===== src/rtl/mem_arbiter.sv =====
// mem_arbiter: arbitrates datapath instruction/data requests onto one single-ported, variable-latency RAM.
// Optional one-entry instruction buffer is enabled by defining MEM_ARBITER_IBUF_EN.
`default_nettype none

module mem_arbiter #(
    parameter int ADDR_W = 32,
    parameter int DATA_W = 32
) (
    input  logic              CLK,
    input  logic              nRST,
    input  logic              halt,
    input  logic              imemREN,
    input  logic [ADDR_W-1:0] imemaddr,
    output logic              ihit,
    output logic [DATA_W-1:0] imemload,
    input  logic              dmemREN,
    input  logic              dmemWEN,
    input  logic [ADDR_W-1:0] dmemaddr,
    input  logic [DATA_W-1:0] dmemstore,
    output logic              dhit,
    output logic [DATA_W-1:0] dmemload,
    output logic              ramREN,
    output logic              ramWEN,
    output logic [ADDR_W-1:0] ramaddr,
    output logic [DATA_W-1:0] ramstore,
    input  logic [DATA_W-1:0] ramload,
    input  logic [1:0]        ramstate,
    output logic              mem_err
);

    localparam logic [1:0] RAM_ACCESS = 2'd2;
    localparam logic [1:0] RAM_ERROR  = 2'd3;

    typedef enum logic [1:0] {
        IDLE  = 2'd0,
        IBUSY = 2'd1,
        DBUSY = 2'd2
    } state_t;

    state_t state;
    state_t state_next;

    logic dreq;
    logic ireq;
    logic own_d;
    logic own_i;
    logic buf_use;
    logic buf_hit;
    logic ram_err;
    logic ram_ihit;

    assign dreq     = dmemREN | dmemWEN;
    assign ireq     = imemREN & ~halt;
    assign ramstore = dmemstore;
    assign dmemload = ramload;

    always_ff @(posedge CLK or negedge nRST) begin
        if (!nRST) begin
            state <= IDLE;
        end else begin
            state <= state_next;
        end
    end

    always_ff @(posedge CLK or negedge nRST) begin
        if (!nRST) begin
            mem_err <= 1'b0;
        end else if (ram_err) begin
            mem_err <= 1'b1;
        end
    end

    // Outputs are forced quiet while nRST is low so an in-flight access is dropped at once.
    always_comb begin
        state_next = state;
        own_d      = 1'b0;
        own_i      = 1'b0;
        buf_use    = 1'b0;
        ram_ihit   = 1'b0;
        ram_err    = 1'b0;
        ihit       = 1'b0;
        dhit       = 1'b0;
        ramREN     = 1'b0;
        ramWEN     = 1'b0;
        ramaddr    = '0;
        if (nRST) begin
            case (state)
                IDLE: begin
                    if (dreq) begin
                        own_d = 1'b1;
                    end else if (ireq) begin
                        if (buf_hit) begin
                            buf_use = 1'b1;
                        end else begin
                            own_i = 1'b1;
                        end
                    end
                end
                DBUSY: begin
                    if (dreq) begin
                        own_d = 1'b1;
                    end else begin
                        state_next = IDLE;
                    end
                end
                IBUSY: begin
                    if (imemREN) begin
                        own_i = 1'b1;
                    end else begin
                        state_next = IDLE;
                    end
                end
                default: state_next = IDLE;
            endcase

            if (own_d) begin
                ramREN  = dmemREN & ~dmemWEN;
                ramWEN  = dmemWEN;
                ramaddr = dmemaddr;
            end else if (own_i) begin
                ramREN  = 1'b1;
                ramaddr = imemaddr;
            end

            // An ERROR completes nothing; the still-asserted request is regranted from IDLE.
            if (own_d || own_i) begin
                if (ramstate == RAM_ACCESS) begin
                    dhit       = own_d;
                    ram_ihit   = own_i;
                    state_next = IDLE;
                end else if (ramstate == RAM_ERROR) begin
                    ram_err    = 1'b1;
                    state_next = IDLE;
                end else begin
                    state_next = own_d ? DBUSY : IBUSY;
                end
            end

            ihit = ram_ihit | buf_use;
        end
    end

`ifdef MEM_ARBITER_IBUF_EN
    logic              ibuf_valid;
    logic [ADDR_W-1:0] ibuf_tag;
    logic [DATA_W-1:0] ibuf_word;

    assign buf_hit  = ibuf_valid && (imemaddr == ibuf_tag);
    assign imemload = buf_use ? ibuf_word : ramload;

    always_ff @(posedge CLK or negedge nRST) begin
        if (!nRST) begin
            ibuf_valid <= 1'b0;
            ibuf_tag   <= '0;
            ibuf_word  <= '0;
        end else if (ram_ihit) begin
            ibuf_valid <= 1'b1;
            ibuf_tag   <= imemaddr;
            ibuf_word  <= ramload;
        end else if (dhit && dmemWEN && (dmemaddr == ibuf_tag)) begin
            ibuf_valid <= 1'b0;
        end
    end
`else
    assign buf_hit  = 1'b0;
    assign imemload = ramload;
`endif

endmodule

`default_nettype wire

===== config.mk =====
export PLATFORM = sky130hd
export DESIGN_NAME = mem_arbiter
export DESIGN_NICKNAME = d
export VERILOG_FILES = /design/src/rtl/mem_arbiter.sv
export SDC_FILE = /design/constraint.sdc
export NUM_CORES = 1
export LEC_CHECK = 0
export ABC_AREA = 1
export BUFFER_PORTS_ARGS = -buffer_cell sky130_fd_sc_hd__buf_2
export CAP_MARGIN = 15
export CORE_AREA = 3 3 102 104
export DETAILED_ROUTE_END_ITERATION = 16
export DIE_AREA = 0 0 105 107
export PLACE_DENSITY_LB_ADDON = 0.1
export SKIP_LAST_GASP = 1
export SLEW_MARGIN = 20
export SYNTH_ARGS = -nofsm -noshare
export SYNTH_HDL_FRONTEND = slang
export SYNTH_SLANG_ARGS = --single-unit
export TNS_END_PERCENT = 5

===== constraint.sdc =====
create_clock -name CLK -period 1.25 [get_ports CLK]
set_clock_uncertainty 0.05 [all_clocks]
set_input_delay 0.1875 -clock CLK [delete_from_list [all_inputs] [get_ports CLK]]
set_output_delay 0.1875 -clock CLK [all_outputs]
set_load 0.01 [all_outputs]

==> results of run 1 <==
state kept, by name (all words and copies together), names as in the netlist:
signal,cells
mem_err,1
state,2
metrics by stage:
stage / util (%) / cells
after detailed placement: 16.8 / 385
after global routing: 17.9 / 392
after CTS: 17.6 / 391
final: 17.9 / 392
after floorplan: - / 235
after global placement: 16.8 / 385
path summary, 6_finish.rpt:
| check | startpoint | end | cells past startpoint |
|---|---|---|---|
| worst max-delay path | state[0] | ramaddr[11] | 7 |
| worst min-delay path | ramstate[0] | mem_err | 3 |
| worst max register to register | state[0] | mem_err | 7 |
| worst min register to register | mem_err | mem_err | 1 |
| max in group asynchronous | nRST | state[0] | 3 |
| min in group asynchronous | nRST | mem_err | 3 |
power by group through the flow:
stage          registers [W]  clock network (W)  logic (W)
2_1_floorplan       0.000106                  0   0.000543
3_3_place_gp        0.000106                  0   0.000490
3_5_place_dp        0.000106                  0   0.000484
4_1_cts             0.000105           0.000288   0.000509
5_1_grt             0.000106           0.000296   0.000562
6_report            0.000105           0.000282   0.000503
cell type report:
class                           instances  share of cell area [%]
Tap cell                              133                    9.65
Sequential cell                         3                    4.35
Timing Repair Buffer                  125                    44.0
Clock buffer                            4                    2.61
Inverter                                7                    1.52
Multi-Input combinational cell        120                    37.9
metal layers:
layer  vias up  track usage (%)  share of wire (%)
met1       613             8.50                 34
met5         -                0                  0
met4         0             6.65                5.8
met3        36             2.05                8.4
met2        84             16.6                 52
li1        691                -                  -
tightest hold or removal path, cell delays in order:
cell and delay [ns]:
buf_2 0.11, nand3_1 0.08, o21bai_1 0.07
logic make-up after synthesis:
group / Yosys count / synth area share, %
buffers and inverters: 112 / 56.6
AND/OR/NAND/NOR: 83 / 23.9
AO/OA/AOI/OAI: 37 / 14.2
flip-flops: 3 / 5.26
timing repair:
action / in CTS / in global routing
endpoints found under the hold margin: 3 / 0
hold buffers: 1 / 0
gates resized for setup: 2 / 0
setup endpoints to repair: 37 / 39
cloned: 1 / 1
pin swaps: 0 / 1
cell usage in the layout, fill, tap and decap left out, drive strengths merged:
cell type and count:
nand2 69, dlygate4sd3 1, nand4 1, o21ai 2, buf 123, clkbuf 5, nand3 6, o21bai 1
nor2 5, nand3b 2, inv 6, a21oi 34, clkinv 1, dfrtp 3
==> run metrics, run 1 <==
critical path class=reg2out; CP required=1.01 ns; crit path DAT=1.47 ns; switching part of the total=36.3%; floorplan core area=9640 sq um; Post-CTS Setup Inserts=0; layout cells sized above 1=63.3%; area of the multi-input gates=653 sq um; synthesis-stage register bit count=3; Inserted Diodes=0; via count=1424; cells along the critical path=nor2_2 > nand3_2 > nand2_4 > clkbuf_16 > nand2_1 > a21oi_2 > buf_2; GRT Util Overall=8.92%; count of final max-slew check failures=0; IO Pins=269; drt initial violations=49; Pleak=0.871 nW; GP Congestion=0.614; vias in the first global route=1457; Min-Delay Path Class=in2reg; via/cell ratio=3.63; die width=105 um; Final Hold Viols=0; Setup WS post-layout=-0.460 ns; post-synthesis sequential area ratio=5.26%; initial antenna violation count=0; share of the synthesized area in the top cell type=50.5%; failing checks=negative setup slack; Final Total Pwr=0.000890 W; Num CTS Buffers=3; CTS Sinks=3; crit path time final=1.71 ns; Layout area overhead=20.8%; Post-DP Area=1620 sq um; Filler cells=1148; Max Fclk=0.585 GHz; EDFF count, synth=0; Worst-path clk slew=0.03 ns; Non-Filler Cell Area, Final=1720 sq um; worst slack at placement=-0.237 ns; first-pass GRT wire length=7760 um; clock power share=31.6%; Netlist cell types=20; initial core utilization=14.8%; RSZ-0062 raised after global routing=true; CTS tree=built; DRT antenna net count=0; nets@finish=396; combinational share of power=56.5%; Critical Path End Type=primary output; clock buffer depth=2; CP max-delay cell=dfrtp_1; slew at the pin closest to its max-slew limit=0.288 ns; H-Tree Depth=1; count leader, synth=buf_4; DR pass1 iterations=2; syn avg cell area=6.07 sq um; status=complete, but fails checks; Max-Cap Viols=0; FF/Latch Area=75.1 sq um; # DRC=0; final setup vio count=37; Cell Rows=36; largest net degree at the start of global routing=18; Worst R2R Setup Slack=-0.01 ns; most area-hungry cell type in the Yosys netlist=buf_4; Pwr Density=516 nW/um^2; post-detail-place hpwl=3990 um; warning count from the yosys run=0; critical path peak fanout=8; CTS root buffer=clkbuf_8; CP peak stage delay=0.40 ns; Mapped Area=1430 sq um; worst skew pair latency=0.22 ns; NetSw=0.000323 W; Crit path buffers/inverters=2; Top FF cell, synth=dfrtp_1; relative slew slack=80.8%; Mapped Cells=235; Flop pwr share=11.8%; Die Height=107 um; grt total ovfl=0; worst hold slack=0.220 ns; WL final=5420 um; Worst IR Drop VDD=0.000229 V; Die ar.=11200 sq um; final period utilization=137%; P_int=0.000567 W; total negative slack=-14.46 ns; ys async rst share=100%; critical path launch point type=flop; wire per inst=13.8 um; largest cells by area after synthesis=buf_4 50%, nand2_1 18%, a21oi_1 11%; cell family with most CP delay=simple AND/OR/NAND/NOR gates; Synthesized Nets=371; Post-synth top cells=96 x buf_4, 68 x nand2_1, 31 x a21oi_1; Port Buffer Count=108
Note: power is estimated with default switching activity, not from simulation.
==> inputs of run 2 (changes only) <==
--- a/config.mk
+++ b/config.mk
@@ -5,12 +5,12 @@
 export SDC_FILE = /design/constraint.sdc
 export NUM_CORES = 1
 export LEC_CHECK = 0
-export ABC_AREA = 1
+export ABC_AREA = 0
 export BUFFER_PORTS_ARGS = -buffer_cell sky130_fd_sc_hd__buf_2
 export CAP_MARGIN = 15
-export CORE_AREA = 3 3 102 104
+export CORE_AREA = 3 3 103 105
 export DETAILED_ROUTE_END_ITERATION = 16
-export DIE_AREA = 0 0 105 107
+export DIE_AREA = 0 0 106 108
 export PLACE_DENSITY_LB_ADDON = 0.1
 export SKIP_LAST_GASP = 1
 export SLEW_MARGIN = 20
==> run metrics, run 2 <==
Synthesized Nets=291 (was 371); CP peak stage delay=0.40 ns (about the same); GRT Util Overall=6.22% (was 8.92%); Cell Rows=36 (unchanged); DRT antenna net count=0 (unchanged); WL final=4430 um (was 5420 um); critical path class=reg2out (unchanged); slew at the pin closest to its max-slew limit=0.402 ns (was 0.288 ns); CTS root buffer=clkbuf_8 (unchanged); Inserted Diodes=0 (unchanged); max FFs per register=2 (unchanged); synthesis-stage register bit count=3 (unchanged); CTS Sinks=3 (unchanged); nets@finish=315 (was 396); Worst IR Drop VDD=0.000309 V (was 0.000229 V); largest register by flop count=state (unchanged); EDFF count, synth=0 (unchanged); worst skew pair latency=0.21 ns (was 0.22 ns); Layout area overhead=12.5% (was 20.8%); post-layout util=14.4% (was 17.9%); CTS tree=built (unchanged); Post-synth top cells=96 x buf_4, 32 x a22o_1 (was 96 x buf_4, 68 x nand2_1, 31 x a21oi_1); via count=1085 (was 1424); Die ar.=11400 sq um (was 11200 sq um); worst slack at placement=-0.295 ns (was -0.237 ns); Max Fclk=0.589 GHz (was 0.585 GHz); post-detail-place hpwl=3610 um (was 3990 um); drt initial violations=38 (was 49); Critical Path End Type=primary output (unchanged); Final Hold Viols=0 (unchanged); initial antenna violation count=0 (unchanged); Num CTS Buffers=3 (unchanged); final period utilization=136% (was 137%); Min-Delay Path Class=in2reg (unchanged); Filler cells=1141 (was 1148); crit path time final=1.70 ns (was 1.71 ns); Post-CTS Setup Inserts=0 (unchanged); combinational share of power=52.6% (was 56.5%); P_int=0.000563 W (was 0.000567 W); Flop pwr share=13.6% (was 11.8%); relative slew slack=73.2% (was 80.8%); dpl cells=305 (was 385); IO Pins=269 (unchanged); Netlist cell types=19 (was 20); Mapped Cells=155 (was 235); layout cells sized above 1=71.9% (was 63.3%); Die Height=108 um (was 107 um); RSZ-0062 raised after global routing=true (unchanged); H-Tree Depth=1 (unchanged); initial core utilization=12.8% (was 14.8%); Setup WS post-layout=-0.448 ns (was -0.460 ns); final setup vio count=36 (was 37); die width=106 um (was 105 um); NetSw=0.000256 W (was 0.000323 W); most common cell after layout, fill and taps aside=buf_2 (unchanged); crit path DAT=1.46 ns (was 1.47 ns); CP required=1.01 ns (about the same); Mapped Area=1250 sq um (was 1430 sq um); wire per inst=14.3 um (was 13.8 um); clock buffer depth=2 (unchanged); syn avg cell area=8.05 sq um (was 6.07 sq um); total negative slack=-14.27 ns (was -14.46 ns); switching part of the total=31.2% (was 36.3%); Pleak=0.781 nW (was 0.871 nW); critical path peak fanout=19 (was 8); vias in the first global route=1064 (was 1457); status=complete, but fails checks (unchanged); most area-hungry cell type in the Yosys netlist=buf_4 (unchanged); largest net degree at the start of global routing=23 (was 18); largest cells by area after synthesis=buf_4 58%, a22o_1 22%, dfrtp_1 6.0% (was buf_4 50%, nand2_1 18%, a21oi_1 11%); Max-Cap Viols=0 (unchanged); critical path launch point type=flop (unchanged); share of the synthesized area in the top cell type=57.8% (was 50.5%); warning count from the yosys run=0 (unchanged); Top Registers=state x2, mem_err x1 (unchanged); Top FF cell, synth=dfrtp_1 (unchanged); Pwr Density=583 nW/um^2 (was 516 nW/um^2); clock power share=33.9% (was 31.6%); CP max-delay cell=dfrtp_1 (unchanged); Port Buffer Count=108 (unchanged); ys async rst share=100% (unchanged); cells along the critical path=o2111a_2 > buf_12 > a22o_1 > buf_2 (was nor2_2 > nand3_2 > nand2_4 > clkbuf_16 > nand2_1 > a21oi_2 > buf_2); DR pass1 iterations=3 (was 2); failing checks=negative setup slack (unchanged); most frequent cells in the layout=108 x buf_2, 32 x a22o_1, 7 x buf_4, 4 x buf_12 (was 108 x buf_2, 67 x nand2_1, 30 x a21oi_2, 10 x buf_4); post-synthesis sequential area ratio=6.02% (was 5.26%); first-pass GRT wire length=5580 um (was 7760 um); count leader, synth=buf_4 (unchanged); Final Total Pwr=0.000819 W (was 0.000890 W); grt total ovfl=0 (unchanged); # DRC=0 (unchanged); Worst-path clk slew=0.03 ns (about the same); floorplan core area=9730 sq um (was 9640 sq um); via/cell ratio=3.49 (was 3.63); Final Instance Count excl. Fillers=311 (was 392); GP Congestion=0.593 (was 0.614); count of final max-slew check failures=0 (unchanged)
-- run 2: cell count changes after synthesis, moves of 2 or more --
cell / delta
nand2_1: -67
nand3b_1: -2
a22o_1: +32
o22ai_1: +2
nor3b_1: +2
a21oi_1: -30
inv_1: -3
clkbuf_1: -2
nand3_1: -5
nor2_1: -3
a21oi_2: -3
nor2_2: -2
-- run 2: kinds of logic after synthesis --
group	share of synthesized area, %
simple gates	3.61
buf+inv	62.6
flops	6.02
compound gates	27.8
-- run 2: final timing paths --
kind	startpoint	end	slack [ns]	cells past startpoint
max	state[0]	ramaddr[15]	-0.45	4
min in group asynchronous	nRST	state[0]	0.40	3
max reg2reg	state[0]	mem_err	0.05	4
min reg2reg	mem_err	mem_err	0.51	2
min	ramstate[1]	state[0]	0.16	2
max in group asynchronous	nRST	state[1]	0.64	3
-- run 2: layer usage --
| metal | share of wire (%) | vias up | GRT usage [%] | routed length, um |
|---|---|---|---|---|
| met4 | 4.4 | 0 | 3.98 | 193 |
| li1 | - | 489 | - | - |
| met1 | 32 | 468 | 5.32 | 1400 |
| met5 | 0 | - | 0 | 0 |
| met3 | 14 | 27 | 3.22 | 642 |
| met2 | 50 | 101 | 11.4 | 2200 |
-- run 2: final cells by class --
cell class,instances,area (sq um),area share [%]
Timing Repair Buffer,121,708,50.4
Clock buffer,4,45.0,3.21
Sequential cell,3,75.1,5.35
Multi-Input combinational cell,47,398,28.3
Inverter,3,11.3,0.802
Tap cell,133,166,11.9
-- run 2: metrics by stage --
stage	instance area, sq um	hold slack [ns]
after floorplan	1250	-0.158
after global placement	1320	0.0933
after detailed placement	1320	0.0910
after CTS	1370	0.151
after global routing	1400	0.159
final	1400	0.156
-- run 2: power by group through the flow --
stage	combinational, W	sequential [W]	clock [W]
after floorplan	0.000478	0.000113	0
after global placement	0.000420	0.000112	0
after detailed placement	0.000414	0.000112	0
after CTS	0.000419	0.000111	0.000286
after global routing	0.000473	0.000112	0.000301
final	0.000431	0.000111	0.000278
-- run 2: timing repair --
action | in CTS | in global routing
hold buffers | 1 | 0
resized for setup | 0 | 1
endpoints found under the setup margin | 36 | 37
gates cloned | 0 | 1
hold endpoints to repair | 3 | 0
-- run 2: worst max-delay path: cells and delay by family (launching register included) --
family | cells | cell delay, ns
buf+inv | 2 | 0.30
compound gates | 2 | 0.53
flops | 1 | 0.40
==> inputs of run 3 (changes only) <==
--- a/config.mk
+++ b/config.mk
@@ -8,9 +8,11 @@
 export ABC_AREA = 0
 export BUFFER_PORTS_ARGS = -buffer_cell sky130_fd_sc_hd__buf_2
 export CAP_MARGIN = 15
-export CORE_AREA = 3 3 103 105
+export CELL_PAD_IN_SITES_DETAIL_PLACEMENT = 1
+export CELL_PAD_IN_SITES_GLOBAL_PLACEMENT = 1
+export CORE_MARGIN = 3
+export CORE_UTILIZATION = 12
 export DETAILED_ROUTE_END_ITERATION = 16
-export DIE_AREA = 0 0 106 108
 export PLACE_DENSITY_LB_ADDON = 0.1
 export SKIP_LAST_GASP = 1
 export SLEW_MARGIN = 20
==> run metrics, run 3 (synthesis gave the netlist of run 2 again) <==
Max Fclk=0.586 GHz (was 0.589 GHz); Flop pwr share=13.3% (was 13.6%); worst skew pair latency=0.22 ns (was 0.21 ns); layout cells sized above 1=72.2% (was 71.9%); GRT Util Overall=7.80% (was 6.22%); crit path to=ramaddr[2] (was ramaddr[15]); area of the multi-input gates=398 sq um (unchanged); crit path time final=1.71 ns (was 1.70 ns); Setup WS post-layout=-0.456 ns (was -0.448 ns); Post-DP Area=1310 sq um (was 1320 sq um); clock power share=34.3% (was 33.9%); slew at the pin closest to its max-slew limit=0.454 ns (was 0.402 ns); nets@finish=317 (was 315); clock buffer depth=2 (unchanged); DR pass1 iterations=4 (was 3); CTS tree=built (unchanged); drt initial violations=14 (was 38); final period utilization=136% (about the same); Cell Rows=36 (unchanged); P_int=0.000561 W (was 0.000563 W); CTS root buffer=clkbuf_8 (unchanged); via/cell ratio=3.62 (was 3.49); Final Total Pwr=0.000832 W (was 0.000819 W); initial core utilization=12.5% (was 12.8%); Die ar.=11700 sq um (was 11400 sq um); floorplan core area=9950 sq um (was 9730 sq um); most common cell after layout, fill and taps aside=buf_2 (unchanged); # DRC=0 (unchanged); status=complete, but fails checks (unchanged); RSZ-0062 raised after global routing=true (unchanged); combinational share of power=52.4% (was 52.6%); initial antenna violation count=1 (was 0); Non-Filler Cell Area, Final=1400 sq um (about the same); switching part of the total=32.6% (was 31.2%); Critical Path End Type=primary output (unchanged); Pwr Density=594 nW/um^2 (was 583 nW/um^2); count of final max-slew check failures=0 (unchanged); grt total ovfl=0 (unchanged); H-Tree Depth=1 (unchanged); Die Height=108 um (about the same); CTS Sinks=3 (unchanged); critical path class=reg2out (unchanged); R2R Path End=mem_err (unchanged); Pleak=0.784 nW (was 0.781 nW); failing checks=negative setup slack (unchanged); NetSw=0.000271 W (was 0.000256 W); Worst R2R Setup Slack=-0.03 ns (was 0.05 ns); R2R Path Start=state[0] (unchanged); critical path peak fanout=22 (was 19); Max-Cap Viols=0 (unchanged); Num CTS Buffers=3 (unchanged); R2R depth=4 (unchanged); Final Hold Viols=0 (unchanged); die width=108 um (was 106 um); WL final=5010 um (was 4430 um); relative slew slack=69.4% (was 73.2%); Crit. Startpoint=state[0] (unchanged); IO Pins=269 (unchanged); GP Congestion=0.716 (was 0.593); via count=1137 (was 1085); Min-Delay Path Class=in2reg (unchanged); worst hold slack=0.176 ns (was 0.156 ns); largest net degree at the start of global routing=23 (unchanged); post-detail-place hpwl=4290 um (was 3610 um); Top Registers=state x2, mem_err x1 (unchanged); Layout area overhead=12.2% (was 12.5%); vias in the first global route=1257 (was 1064); critical path launch point type=flop (unchanged); max FFs per register=2 (unchanged); Filler cells=1205 (was 1141); Worst IR Drop VDD=0.000136 V (was 0.000309 V); final setup vio count=37 (was 36); first-pass GRT wire length=6770 um (was 5580 um); Worst-path clk slew=0.04 ns (was 0.03 ns); Port Buffer Count=108 (unchanged); largest register by flop count=state (unchanged); FF/Latch Area=75.1 sq um (unchanged); crit path DAT=1.47 ns (was 1.46 ns); DRT antenna net count=0 (unchanged); most frequent cells in the layout=108 x buf_2, 32 x a22o_1, 10 x buf_4 (was 108 x buf_2, 32 x a22o_1, 7 x buf_4, 4 x buf_12); CP required=1.01 ns (about the same); wire per inst=15.9 um (was 14.3 um)
[run 3: cell count changes in the layout (fill, tap and decap cells not counted)]
cell     change
buf_12       -2
buf_4        +3
buf_6        +1
diode_2      +1
[run 3: what timing repair did]
item	in CTS	in global routing
cloned	0	1
endpoints found under the setup margin	37	39
hold endpoints to repair	3	0
setup buffers	0	0
hold buffers	1	0
resized for setup	0	2
pin swaps	0	0
[run 3: critical path, cell delays in order (launching register included)]
cell and delay, ns:
dfrtp_1 0.41, o2111a_2 0.30, buf_12 0.16, a22o_1 0.23
buf_2 0.14
[run 3: per-layer routing]
| metal | wire length [um] | global-route usage [%] |
|---|---|---|
| met1 | 1300 | 5.08 |
| met2 | 2940 | 17.1 |
| met3 | 515 | 2.09 |
| met4 | 252 | 5.95 |
| met5 | 0 | 0 |
[run 3: layout make-up]
class	instances	share of cell area (%)
diodes	1	0.179
well taps	133	11.9
repair buffers	123	50.1
clock buffers	4	3.22
multi-input cells	47	28.4
flip-flops and latches	3	5.36
inverters	3	0.804
[run 3: how the worst min path moves through the flow]
stage	start	end	slack, ns	cells past startpoint
floorplan	nRST	mem_err	-0.16	0
global placement	nRST	state[1]	0.19	3
detailed placement	nRST	state[1]	0.19	3
CTS	ramstate[1]	state[0]	0.18	2
global route	ramstate[1]	state[0]	0.18	2
finish	ramstate[1]	state[0]	0.18	2
[run 3: power by group through the flow]
stage | clock network, W | registers, W | logic [W]
2_1_floorplan | 0 | 0.000113 | 0.000478
3_3_place_gp | 0 | 0.000112 | 0.000430
3_5_place_dp | 0 | 0.000112 | 0.000423
4_1_cts | 0.000294 | 0.000111 | 0.000427
5_1_grt | 0.000313 | 0.000112 | 0.000479
6_report | 0.000286 | 0.000111 | 0.000436
[run 3: stage by stage]
step / TNS [ns] / util, % / setup WS (ns) / cells
final: -14.63 / 14.1 / -0.456 / 314
after global routing: -17.61 / 14.1 / -0.524 / 314
after CTS: -15.05 / 13.7 / -0.477 / 312
after detailed placement: -8.00 / 13.1 / -0.289 / 307
after global placement: -8.00 / 13.1 / -0.286 / 307
after floorplan: -1.33 / - / -0.0443 / 155
